--- src/rtl/vector_exec_pipe.sv ---
// Two-stage pipelined element-wise vector ALU (SEW 8/16/32) with valid/ready on both sides.
// Define VEC_MUL_EN to enable op 110 (low-half multiply); without it op 110 is illegal and no multiplier is built.
module vector_exec_pipe #(
  parameter int VLEN  = 256,
  parameter int TAG_W = 5,
  localparam int VL_W = $clog2(VLEN/8) + 1
) (
  input  logic             clk,
  input  logic             rst,
  input  logic             in_valid,
  output logic             in_ready,
  input  logic [2:0]       in_op,
  input  logic [1:0]       in_sew,
  input  logic [VL_W-1:0]  in_vl,
  input  logic [VLEN-1:0]  in_a,
  input  logic [VLEN-1:0]  in_b,
  input  logic [TAG_W-1:0] in_tag,
  output logic             out_valid,
  input  logic             out_ready,
  output logic [VLEN-1:0]  out_result,
  output logic             out_zero,
  output logic             out_illegal,
  output logic [TAG_W-1:0] out_tag
);

  logic             s1_valid;
  logic [2:0]       s1_op;
  logic [1:0]       s1_sew;
  logic [VL_W-1:0]  s1_vl;
  logic [VLEN-1:0]  s1_a;
  logic [VLEN-1:0]  s1_b;
  logic [TAG_W-1:0] s1_tag;
  logic             s2_valid;

  logic             s1_adv;
  logic             s2_adv;

  logic             legal;
  logic [VL_W-1:0]  lim;
  logic [VL_W-1:0]  vl_c;
  logic [31:0]      r;
  logic [VLEN-1:0]  res;
  logic             zero;

  assign s2_adv    = !s2_valid || out_ready;
  assign s1_adv    = !s1_valid || s2_adv;
  assign in_ready  = s1_adv;
  assign out_valid = s2_valid;

  // Operands are sign-extended from SEW so one 32-bit datapath serves every width;
  // callers keep only the low SEW bits, which makes add/sub/mul wrap per element.
  function automatic logic [31:0] elem_op(input logic [2:0] op, input logic [1:0] sew,
                                          input logic [31:0] a, input logic [31:0] b);
    logic signed [31:0] sa;
    logic signed [31:0] sb;
    logic [31:0]        o;
    case (sew)
      2'b00:   begin sa = {{24{a[7]}}, a[7:0]};   sb = {{24{b[7]}}, b[7:0]};   end
      2'b01:   begin sa = {{16{b[15]}} & 16'h0, a[15:0]} | {{16{a[15]}}, 16'h0};
                     sb = {{16{b[15]}}, b[15:0]}; end
      default: begin sa = a; sb = b; end
    endcase
    case (op)
      3'b000:  o = a + b;
      3'b001:  o = a - b;
      3'b010:  o = a & b;
      3'b011:  o = a | b;
      3'b101:  o = {31'b0, (sa < sb)};
`ifdef VEC_MUL_EN
      3'b110:  o = a * b;
`endif
      default: o = '0;
    endcase
    return o;
  endfunction

  always_comb begin
    legal = 1'b0;
    case (s1_op)
      3'b000, 3'b001, 3'b010, 3'b011, 3'b101: legal = 1'b1;
`ifdef VEC_MUL_EN
      3'b110: legal = 1'b1;
`endif
      default: legal = 1'b0;
    endcase
    if (s1_sew == 2'b11) legal = 1'b0;

    case (s1_sew)
      2'b00:   lim = VL_W'(VLEN/8);
      2'b01:   lim = VL_W'(VLEN/16);
      default: lim = VL_W'(VLEN/32);
    endcase
    vl_c = (s1_vl > lim) ? lim : s1_vl;

    res  = s1_a;
    zero = legal;
    r    = '0;
    if (legal) begin
      case (s1_sew)
        2'b00: begin
          for (int i = 0; i < VLEN/8; i++) begin
            if (i < int'(vl_c)) begin
              r = elem_op(s1_op, s1_sew, 32'(s1_a[i*8 +: 8]), 32'(s1_b[i*8 +: 8]));
              res[i*8 +: 8] = r[7:0];
              if (r[7:0] != 8'h0) zero = 1'b0;
            end
          end
        end
        2'b01: begin
          for (int i = 0; i < VLEN/16; i++) begin
            if (i < int'(vl_c)) begin
              r = elem_op(s1_op, s1_sew, 32'(s1_a[i*16 +: 16]), 32'(s1_b[i*16 +: 16]));
              res[i*16 +: 16] = r[15:0];
              if (r[15:0] != 16'h0) zero = 1'b0;
            end
          end
        end
        default: begin
          for (int i = 0; i < VLEN/32; i++) begin
            if (i < int'(vl_c)) begin
              r = elem_op(s1_op, s1_sew, s1_a[i*32 +: 32], s1_b[i*32 +: 32]);
              res[i*32 +: 32] = r;
              if (r != 32'h0) zero = 1'b0;
            end
          end
        end
      endcase
    end
  end

  always_ff @(posedge clk or posedge rst) begin
    if (rst) begin
      s1_valid <= 1'b0;
      s1_op    <= '0;
      s1_sew   <= '0;
      s1_vl    <= '0;
      s1_a     <= '0;
      s1_b     <= '0;
      s1_tag   <= '0;
    end else if (s1_adv) begin
      s1_valid <= in_valid;
      if (in_valid) begin
        s1_op  <= in_op;
        s1_sew <= in_sew;
        s1_vl  <= in_vl;
        s1_a   <= in_a;
        s1_b   <= in_b;
        s1_tag <= in_tag;
      end
    end
  end

  always_ff @(posedge clk or posedge rst) begin
    if (rst) begin
      s2_valid    <= 1'b0;
      out_result  <= '0;
      out_zero    <= 1'b0;
      out_illegal <= 1'b0;
      out_tag     <= '0;
    end else if (s2_adv) begin
      s2_valid <= s1_valid;
      if (s1_valid) begin
        out_result  <= res;
        out_zero    <= zero;
        out_illegal <= !legal;
        out_tag     <= s1_tag;
      end
    end
  end

endmodule

--- config.mk ---
export PLATFORM = sky130hd
export DESIGN_NAME = vector_exec_pipe
export DESIGN_NICKNAME = d
export VERILOG_FILES = /design/src/rtl/vector_exec_pipe.sv
export SDC_FILE = /design/constraint.sdc
export NUM_CORES = 2
export LEC_CHECK = 0
export CAP_MARGIN = 20
export CORE_MARGIN = 2
export CORE_UTILIZATION = 25
export DETAILED_ROUTE_END_ITERATION = 7
export DONT_BUFFER_PORTS = 1
export HOLD_SLACK_MARGIN = 0.03
export SYNTH_ARGS = -nofsm -noshare
export SYNTH_HDL_FRONTEND = slang
export SYNTH_SLANG_ARGS = --single-unit
--- constraint.sdc ---
create_clock -name clk -period 32.3 [get_ports clk]
set_input_delay 4.845 -clock clk [delete_from_list [all_inputs] [get_ports clk]]
set_output_delay 4.845 -clock clk [all_outputs]
set_load 0.005 [all_outputs]
==> qor.yml <==
status:
  outcome: "finished, final reports clean"
timing:
  slew_headroom_pct: 12.7
  fin_crit_sh_pct: 30.6
  fin_crit_ps: 9890
  timing.fmax_mhz: 101
  finClkSkew_ps: 69.0
  rsz0062_at_grt: "false"
  slew_violations: 0
  setup_slack_ps: 22410
  tns_ps: 0
  worst_pin_slew_ps: 1290
  setup-violations-final: 0
  final_hold_viol_count: 0
clocking:
  cts_max_path_buffers: 4
  clk-insertion-delay-late_ps: 910
  cts_hold_buf: 0
  cts_tree: "built"
  cts_resized: 0
  post-cts-setup-buffers: 0
  cts_buffers: 113
  cts_htree_levels: 3
  cts.sinks: 793
  cts-root-buf: "clkbuf_16"
  clk_pin_slew_ps: 60
routing:
  via_per_inst: 5.59
  top_layer: "met5"
  drt_pre_antenna_iters: 8
  wl_met3_mm: 45.6
  dr_wl_met2_mm: 208
  drt_drc_violations_left: 0
  wl_per_cell_um: 28.2
  vias: 96100
  drt_first_iter_violations: 10300
  wirelength_met1_mm: 188
  wirelength_mm: 484
  ant_nets: 0
layout:
  seq_area_mm2: 0.0199
  layout.nets: 13900
  drive_above_1_share_pct: 4.69
  finalInstanceArea_mm2: 0.103
  fillCellCount: 40700
  multi_input_comb_area_mm2: 0.0681
  area_growth_pct: 10.7
setup_path:
  worstSetupEndpointType: "output port"
  worstPathArrival_ps: 5040
  reg2regPathDepth: 22
  cp.required_ps: 27450
  r2r_setup_slack_ps: 23660
  crit_path_start_kind: "input port"
  endpoint: "in_ready"
  crit_family: "simple AND/OR/NAND/NOR gates"
  slowest_delay_ps: 200
  path_cells: "nand3b_1"
  worstReg2RegStart: "s1_op[2]$_DFFE_PP0P_"
  cp.depth: 1
  cp_slowest_cell: "nand3b_1"
  crit_fanout: 3
  crit_type: "input port to output port"
  worstPathBufferInverterCount: 0
  reg2reg_to: "out_zero$_DFFE_PP0P_"
  cp-startpoint: "out_ready"
placement:
  io_buffers: 0
  placed_area_mm2: 0.0986
  hpwlAfterDp_mm: 383
  gp_congestion: 0.983
  place_ws_ps: 22410
grt:
  grt_pass1_vias: 90200
  antenna_found_initial: 200
  grt_use_total_pct: 24.7
  overflow: 0
  grt_pass1_wl_mm: 675
  grt_max_degree: 178
power_and_ir_drop:
  p_leak_nw: 44.0
  power.density_mw_per_mm2: 72.7
  vdd_drop_max_mv: 0.0534
yosys:
  synth_most_common_cell: "nand2_1"
  ys_seq_area_share_pct: 21.4
  ys.flop_type: "dfrtp_1"
  synth_cell_types: 87
  synth_top_area_share_pct: 21.4
  synthCells: 12400
  avgSynthCellArea_um2: 7.51
  yosys.area.top_type: "dfrtp_1"
  yosysWarnings: 0
  synthTopCellsByArea: "dfrtp_1 21%, ha_1 17%, o21ai_0 7.7%, nand2_1 6.0%, xnor2_1 5.7%"
  yosys-top-cells-count: "1477 x nand2_1, 1433 x o21ai_0, 1275 x ha_1, 1039 x nor2_1, 964 x a21oi_1"
  synth-seq-cells: 793
  synth_nets: 14200
  synth_edf_count: 0
  postSynth.asyncResetShare_pct: 100
  syn_area_mm2: 0.0929
floorplanning:
  core_area_mm2: 0.369
  initial_utilization_pct: 25.1
  rows: 223
  num_io_pins: 797
  fp.dieW_um: 614
  die_y_um: 614
  fp.dieArea_mm2: 0.376
job:
  max_cap_violations: 0
min_path:
  hp-class: "register to register"
==> state kept, by name (all words and copies together) (netlist names), 2 cells and up <==
signal and cells:
s1_op 3, out_result 256, s1_sew 2, out_tag 5, s1_tag 5, s1_vl 6
s1_a 256, s1_b 256
==> kinds of logic (layout without fill, tap and decap cells) <==
| kind of cell | after synthesis | count (layout) | synth area share [%] |
|---|---|---|---|
| AO/OA/AOI/OAI | 4155 | 4155 | 27.8 |
| flip-flops | 793 | 793 | 21.4 |
| AND/OR/NAND/NOR | 3894 | 3894 | 19.2 |
| buffers and inverters | 1376 | 1154 | 5.65 |
| adder cells (fa/ha/maj) | 1307 | 1307 | 17.9 |
| multiplexers | 122 | 122 | 1.34 |
| other | 0 | 98 | 0 |
| XOR/XNOR | 716 | 716 | 6.75 |
==> power by group <==
part	internal [mW]	switching (mW)
sequential	1.21	0.442
clock	0.819	0.570
combinational	1.56	2.88
==> metal layers <==
| metal | GRT usage, % | vias up |
|---|---|---|
| li1 | - | 43900 |
| met1 | 29.5 | 46300 |
| met2 | 37.4 | 4479 |
| met3 | 6.59 | 1195 |
| met4 | 19.4 | 126 |
| met5 | 0 | - |
==> stage by stage <==
| step | total power [mW] | hold slack [ps] | util (%) | std cells |
|---|---|---|---|---|
| after floorplan | 4.39 | 435 | - | 12400 |
| after global placement | 5.95 | 448 | 26.7 | 16900 |
| after detailed placement | 5.97 | 455 | 26.7 | 16900 |
| after CTS | 7.41 | 469 | 27.8 | 17100 |
| after global routing | 7.94 | 488 | 27.8 | 17200 |
| final | 7.48 | 465 | 27.9 | 17200 |
==> placed cells by master, fill, tap and decap left out, types with 100 or more instances in the layout <==
cell type | synthesis | routed
nand2_1 | 1477 | 1474
o21ai_0 | 1433 | 1430
ha_1 | 1275 | 1275
nor2_1 | 1039 | 1032
a21oi_1 | 964 | 959
dfrtp_1 | 793 | 788
inv_1 | 756 | 751
xnor2_1 | 606 | 606
nor3_1 | 281 | 278
a211oi_1 | 213 | 211
nand3_1 | 187 | 186
a21o_1 | 185 | 184
a31oi_1 | 162 | 160
buf_4 | 0 | 159
o211ai_1 | 144 | 144
o31ai_1 | 132 | 132
nand2b_1 | 128 | 127
nor4_1 | 122 | 121
nor2b_1 | 116 | 115
o21a_1 | 115 | 115
clkbuf_16 | 0 | 114
xor2_1 | 110 | 110
mux2i_1 | 100 | 100
==> cell type report <==
type / count / share of cell area (%)
clock buffers: 142 / 3.09
diodes: 98 / 0.238
inverters: 766 / 2.81
repair buffers: 183 / 1.53
flip-flops and latches: 793 / 19.3
well taps: 4950 / 6.02
multi-input cells: 10200 / 66.2
clock inverters: 63 / 0.809
==> how the worst min path moves through the flow <==
stage,startpoint,endpoint,cells after the start
after global placement,s1_tag[2]$_DFFE_PP0P_,out_tag[2]$_DFFE_PP0P_,2
after floorplan,s1_tag[0]$_DFFE_PP0P_,out_tag[0]$_DFFE_PP0P_,2
after CTS,s1_tag[2]$_DFFE_PP0P_,out_tag[2]$_DFFE_PP0P_,2
after global routing,s1_tag[3]$_DFFE_PP0P_,out_tag[3]$_DFFE_PP0P_,2
after detailed placement,s1_tag[1]$_DFFE_PP0P_,out_tag[1]$_DFFE_PP0P_,2
final,s1_tag[1]$_DFFE_PP0P_,out_tag[1]$_DFFE_PP0P_,2
Power figures use the tool's default switching activity.
